<file path="src/rtl/median_engine.sv">
// rtl/median_engine.sv - raster-scan 3x3 median filter: window reads, 3-stage median pipeline, write-back
// Optional feature macro MEDIAN_BYPASS_EN adds a bypass input that forwards the window centre pixel.
module median_engine #(
  parameter int IMG_W   = 256,
  parameter int IMG_H   = 256,
  parameter int MEM_LAT = 2
) (
  input  logic       clk,
  input  logic       rst,
  input  logic       start,
  input  logic [7:0] sw_pixel_1,
  input  logic [7:0] sw_pixel_2,
  input  logic [7:0] sw_pixel_3,
  input  logic [7:0] sw_pixel_4,
  input  logic [7:0] sw_pixel_5,
  input  logic [7:0] sw_pixel_6,
  input  logic [7:0] sw_pixel_7,
  input  logic [7:0] sw_pixel_8,
  input  logic [7:0] sw_pixel_9,
`ifdef MEDIAN_BYPASS_EN
  input  logic       bypass,
`endif
  output logic       rd,
  output logic [7:0] addr_row_r,
  output logic [7:0] addr_col_r,
  output logic       wr,
  output logic [7:0] addr_row_w,
  output logic [7:0] addr_col_w,
  output logic [7:0] cl_pixel,
  output logic       busy,
  output logic       done
);
  typedef enum logic [1:0] {IDLE, SCAN, DRAIN, DONE} state_t;

  localparam logic [7:0] LAST_COL   = 8'(IMG_W - 3);
  localparam logic [7:0] LAST_ROW   = 8'(IMG_H - 3);
  localparam logic [7:0] DRAIN_LAST = 8'(MEM_LAT + 2);

  function automatic logic [7:0] min2(input logic [7:0] a, input logic [7:0] b);
    return (a < b) ? a : b;
  endfunction

  function automatic logic [7:0] max2(input logic [7:0] a, input logic [7:0] b);
    return (a < b) ? b : a;
  endfunction

  function automatic logic [7:0] med3(input logic [7:0] a, input logic [7:0] b, input logic [7:0] c);
    return max2(min2(a, b), min2(max2(a, b), c));
  endfunction

  // Packed as {hi, mid, lo}
  function automatic logic [23:0] sort3(input logic [7:0] a, input logic [7:0] b, input logic [7:0] c);
    return {max2(max2(a, b), c), med3(a, b, c), min2(min2(a, b), c)};
  endfunction

  state_t      state;
  logic [7:0]  drain_cnt;

  always_ff @(posedge clk or negedge rst) begin
    if (!rst) begin
      state      <= IDLE;
      rd         <= 1'b0;
      busy       <= 1'b0;
      done       <= 1'b0;
      addr_row_r <= '0;
      addr_col_r <= '0;
      drain_cnt  <= '0;
    end else begin
      done <= 1'b0;
      case (state)
        IDLE: if (start) begin
          state      <= SCAN;
          rd         <= 1'b1;
          busy       <= 1'b1;
          addr_row_r <= '0;
          addr_col_r <= '0;
        end
        SCAN: begin
          if (addr_col_r != LAST_COL) begin
            addr_col_r <= addr_col_r + 8'd1;
          end else if (addr_row_r != LAST_ROW) begin
            addr_col_r <= '0;
            addr_row_r <= addr_row_r + 8'd1;
          end else begin
            state     <= DRAIN;
            rd        <= 1'b0;
            drain_cnt <= '0;
          end
        end
        DRAIN: begin
          if (drain_cnt == DRAIN_LAST) begin
            state <= DONE;
            done  <= 1'b1;
          end else begin
            drain_cnt <= drain_cnt + 8'd1;
          end
        end
        DONE: begin
          state <= IDLE;
          busy  <= 1'b0;
        end
        default: state <= IDLE;
      endcase
    end
  end

  // Read tags ride alongside the memory latency so they line up with sw_pixel_*
  logic [MEM_LAT-1:0] rv;
  logic [7:0]         rv_row [MEM_LAT];
  logic [7:0]         rv_col [MEM_LAT];
  logic               load;
  logic               s1_v, s2_v;
  logic [7:0]         s1_row, s1_col, s2_row, s2_col;
  logic [23:0]        s1_r0, s1_r1, s1_r2;
  logic [7:0]         s2_a, s2_b, s2_c;
  logic [7:0]         result;

  assign load = rv[MEM_LAT-1];

  always_ff @(posedge clk or negedge rst) begin
    if (!rst) begin
      rv <= '0;
      for (int i = 0; i < MEM_LAT; i++) begin
        rv_row[i] <= '0;
        rv_col[i] <= '0;
      end
      s1_v       <= 1'b0;
      s1_row     <= '0;
      s1_col     <= '0;
      s1_r0      <= '0;
      s1_r1      <= '0;
      s1_r2      <= '0;
      s2_v       <= 1'b0;
      s2_row     <= '0;
      s2_col     <= '0;
      s2_a       <= '0;
      s2_b       <= '0;
      s2_c       <= '0;
      wr         <= 1'b0;
      cl_pixel   <= '0;
      addr_row_w <= '0;
      addr_col_w <= '0;
    end else begin
      rv[0]     <= rd;
      rv_row[0] <= addr_row_r;
      rv_col[0] <= addr_col_r;
      for (int i = 1; i < MEM_LAT; i++) begin
        rv[i]     <= rv[i-1];
        rv_row[i] <= rv_row[i-1];
        rv_col[i] <= rv_col[i-1];
      end
      s1_v <= load;
      if (load) begin
        s1_row <= rv_row[MEM_LAT-1];
        s1_col <= rv_col[MEM_LAT-1];
        s1_r0  <= sort3(sw_pixel_1, sw_pixel_2, sw_pixel_3);
        s1_r1  <= sort3(sw_pixel_4, sw_pixel_5, sw_pixel_6);
        s1_r2  <= sort3(sw_pixel_7, sw_pixel_8, sw_pixel_9);
      end
      s2_v <= s1_v;
      if (s1_v) begin
        s2_row <= s1_row;
        s2_col <= s1_col;
        s2_a   <= max2(max2(s1_r0[7:0], s1_r1[7:0]), s1_r2[7:0]);
        s2_b   <= med3(s1_r0[15:8], s1_r1[15:8], s1_r2[15:8]);
        s2_c   <= min2(min2(s1_r0[23:16], s1_r1[23:16]), s1_r2[23:16]);
      end
      wr <= s2_v;
      if (s2_v) begin
        cl_pixel   <= result;
        addr_row_w <= s2_row + 8'd1;
        addr_col_w <= s2_col + 8'd1;
      end
    end
  end

`ifdef MEDIAN_BYPASS_EN
  logic       s1_byp, s2_byp;
  logic [7:0] s1_ctr, s2_ctr;

  always_ff @(posedge clk or negedge rst) begin
    if (!rst) begin
      s1_byp <= 1'b0;
      s2_byp <= 1'b0;
      s1_ctr <= '0;
      s2_ctr <= '0;
    end else begin
      if (load) begin
        s1_byp <= bypass;
        s1_ctr <= sw_pixel_5;
      end
      if (s1_v) begin
        s2_byp <= s1_byp;
        s2_ctr <= s1_ctr;
      end
    end
  end

  assign result = s2_byp ? s2_ctr : med3(s2_a, s2_b, s2_c);
`else
  assign result = med3(s2_a, s2_b, s2_c);
`endif

endmodule

</file>
<file path="config.mk">
export PLATFORM = sky130hd
export DESIGN_NAME = median_engine
export DESIGN_NICKNAME = d
export VERILOG_FILES = /design/src/rtl/median_engine.sv
export SDC_FILE = /design/constraint.sdc
export NUM_CORES = 1
export LEC_CHECK = 0
export ABC_AREA = 1
export CAP_MARGIN = 20
export CELL_PAD_IN_SITES_DETAIL_PLACEMENT = 0
export CELL_PAD_IN_SITES_GLOBAL_PLACEMENT = 2
export CORE_UTILIZATION = 34
export DETAILED_ROUTE_END_ITERATION = 16
export GPL_TIMING_DRIVEN = 0
export PLACE_DENSITY = 0.77
export SLEW_MARGIN = 20
export SYNTH_ARGS = -nofsm -noshare
export SYNTH_HDL_FRONTEND = slang
export SYNTH_SLANG_ARGS = --single-unit
</file>
<file path="constraint.sdc">
create_clock -name clk -period 5.5 [get_ports clk]
set_input_delay 1.65 -clock clk [delete_from_list [all_inputs] [get_ports clk]]
set_output_delay 1.65 -clock clk [all_outputs]
set_load 0.02 [all_outputs]
</file>
==> results.sh <==
export IMPL_outcome="complete, no violations"
export IMPL_pwr_share_clk_pct=14.9
export IMPL_synth_common_cells="nand2_1 (567), inv_1 (317), o21ai_0 (263), dfrtp_1 (218), ha_1 (166)"
export IMPL_yosysWarnings=0
export IMPL_synth_top_area_cell="dfrtp_1"
export IMPL_synth_cells=2031
export IMPL_ys_ff_latch=218
export IMPL_grt_pass1_vias=13100
export IMPL_final_util_pct=42.4
export IMPL_clockBufferDepth=3
export IMPL_cts_hold_buffers=0
export IMPL_drc=0
export IMPL_vdd_drop_max_v=0.000481
export IMPL_slew_headroom_pct=38.5
export IMPL_htree_levels=1
export IMPL_worstHoldPathType="reg2reg"
export IMPL_clk_latency_ps=550
export IMPL_wl_um=42500
export IMPL_endpoint_kind="register"
export IMPL_ant_nets=0
export IMPL_yosys_area_top_type_share_pct=36.9
export IMPL_mappedNetlistArea_um2=14800
export IMPL_start_util_pct=34.4
export IMPL_dpl_hpwl_um=34300
export IMPL_p_comb_share_pct=64.6
export IMPL_seq_power_share_pct=20.4
export IMPL_syn_nets=2272
export IMPL_synth_edff_count=0
export IMPL_synth_area_leaders="dfrtp_1 (37%), nand2_1 (14%), ha_1 (14%), o21ai_0 (8.9%), inv_1 (8.0%)"
export IMPL_post_dp_cell_area_um2=16800
export IMPL_place_ws_ps=-1470
export IMPL_die_area_um2=44400
export IMPL_dieWidth_um=211
export IMPL_cp_data_required_time_ps=5930
export IMPL_yosysSeqAreaShare_pct=36.9
export IMPL_arrival_ps=5740
export IMPL_finalCritPeriodShare_pct=96.4
export IMPL_antennaDiodeCount=0
export IMPL_finalSetupViolCount=0
export IMPL_switching_share_pct=50.5
export IMPL_clock_sinks=218
export IMPL_overflow=0
export IMPL_tightest_slew_ps=917
export IMPL_intPower_mw=6.14
export IMPL_io_buffers=118
export IMPL_rows=76
export IMPL_ys_flop_type="dfrtp_1"
export IMPL_crit_type="in2reg"
export IMPL_p_leak_nw=9.44
export IMPL_core_um2=43000
export IMPL_cap_violations=0
export IMPL_synth_most_common_cell="nand2_1"
export IMPL_drtIter0Drc=654
export IMPL_wl_per_cell_um=15.1
export IMPL_dieHeight_um=211
export IMPL_ys_types=31
export IMPL_nets=2453
export IMPL_final_cell_area_um2=18200
export IMPL_finalClockSkew_ps=15.2
export IMPL_cts_tree="yes"
export IMPL_hold_viol=0
export IMPL_drive_gt1_share_pct=8.06
export IMPL_fin_ws_ps=199
export IMPL_finalMaxSlewViolations=0
export IMPL_avgSynthCellArea_um2=7.28
export IMPL_syn_to_final_growth_pct=23.2
export IMPL_vias=13300
export IMPL_async_reset_ff_share_pct=100
export IMPL_routed_via_density=4.72
export IMPL_fin_crit_ps=5300
export IMPL_setup_tns_ps=0
export IMPL_gp_congestion=0.829
export IMPL_power_switching_mw=6.26
export IMPL_io_pins=119
export IMPL_start_kind="primary input"
export IMPL_grt_usage_pct=19.7
export IMPL_max_freq_mhz=189
export IMPL_fill_cells=4477
export IMPL_cp_max_fo=11
export IMPL_cts_buffers=27
export IMPL_antenna_found_initial=0
export IMPL_cts_root_buf="clkbuf_16"
export IMPL_grt_pass1_wl_um=69800
export IMPL_clk_pin_slew_ps=60
export IMPL_firstDrtPassIters=4
export IMPL_power_per_cell_area_nw_per_um2=680
export IMPL_grt_max_degree=94
==> final timing paths <==
kind | cells past startpoint | slack, ps | endpoint | start
min | 0 | 350 | rv_row[0] | rv_row[8]
max | 24 | 200 | s1_r2[9] | sw_pixel_8[7]
min reg2reg | 0 | 350 | rv_row[0] | rv_row[8]
min in group asynchronous | 1 | 970 | addr_row_w[3] | rst
max in group asynchronous | 3 | 3340 | s1_r0[19] | rst
max reg2reg | 24 | 830 | s2_b[2] | s1_r1[15]
==> cell families (layout without fill, tap and decap cells) <==
group / count (synthesis) / after routing / synth area share, %
AND/OR/NAND/NOR: 851 / 853 / 24.0
buffers and inverters: 379 / 579 / 9.84
flip-flops: 218 / 218 / 36.9
adder cells (fa/ha/maj): 166 / 166 / 14.0
XOR/XNOR: 6 / 6 / 0.355
AO/OA/AOI/OAI: 411 / 411 / 14.9
==> flip-flops by register name, summed over array words and instances, names as in the netlist, 16 cells and up <==
name / flops
rv_col: 16
rv_row: 16
s1_r0: 24
s1_r1: 24
s1_r2: 24
==> metal layers <==
layer / routed length [um] / up-vias / global-route usage (%)
li1: - / 6953 / -
met1: 21600 / 6136 / 28.2
met2: 19400 / 169 / 32.5
met3: 1050 / 38 / 1.55
met4: 514 / 0 / 3.57
met5: 0 / - / 0
==> through the flow <==
step | hold slack, ps | total power [mW] | std cells
3_5_place_dp | 335 | 10.5 | 2736
5_1_grt | 352 | 14.0 | 2818
6_report | 347 | 12.4 | 2818
4_1_cts | 349 | 12.5 | 2790
2_1_floorplan | 331 | 8.20 | 2031
3_3_place_gp | 335 | 10.3 | 2734
==> power by group through the flow <==
| stage | Sequential [mW] | Clock, mW | Combinational (mW) |
|---|---|---|---|
| after floorplan | 2.52 | 0 | 5.68 |
| after global placement | 2.57 | 0 | 7.72 |
| after detailed placement | 2.57 | 0 | 7.89 |
| after CTS | 2.54 | 1.91 | 8.01 |
| after global routing | 2.61 | 1.97 | 9.44 |
| final | 2.53 | 1.85 | 8.01 |
==> critical path, cell delays in order <==
cell and delay, ps:
clkdlybuf4s50_1 480, inv_1 70, ha_1 290, nand2_1 80, nor2_2 160, nand2_2 130, nand2_8 130, buf_6 140
nand2_1 90, o21ai_4 110, ha_1 280, a21oi_1 150, nor2_1 60, a211oi_2 250, nand2_2 130, buf_4 170
o21ai_1 210, ha_1 290, buf_4 150, a211oi_4 230, buf_4 170, nand3_1 90, nand3_1 160, nand2_1 60
==> cells in the final DEF (no fill, tap or decap), drive strengths merged <==
cell type | netlist | final
a31oi | 1 | 1
a211oi | 16 | 16
nor2 | 90 | 90
ha | 166 | 166
clkbuf | 34 | 70
a21oi | 94 | 94
clkdlybuf4s50 | 0 | 116
o21ai | 270 | 270
and3 | 3 | 3
a31o | 1 | 1
nor4 | 3 | 3
xor2 | 6 | 6
nor3 | 19 | 19
o21a | 5 | 5
o22ai | 14 | 14
clkinv | 1 | 7
clkinvlp | 0 | 3
nand2 | 599 | 601
dlymetal6s2s | 0 | 1
dfrtp | 218 | 218
o31ai | 3 | 3
bufinv | 0 | 4
nand3b | 1 | 1
nand3 | 127 | 127
nand4 | 9 | 9
buf | 27 | 59
inv | 317 | 319
o211ai | 7 | 7
==> cell type report <==
class | instances | area, um^2 | area share (%)
clock inverter | 15 | 216 | 1.19
tap | 585 | 732 | 4.02
sequential | 218 | 5460 | 29.9
inverter | 318 | 1190 | 6.55
buffer | 58 | 283 | 1.55
timing repair buffer | 153 | 1550 | 8.50
multi-input combinational | 1436 | 8070 | 44.3
clock buffer | 35 | 726 | 3.98
==> timing repair <==
item,4_1_cts,5_1_grt
gates cloned,0,5
hold endpoints to repair,0,0
endpoints found under the setup margin,24,30
pin swaps,5,16
gates resized for setup,42,43
setup buffers,6,24
(Power assumes the default switching activity.)
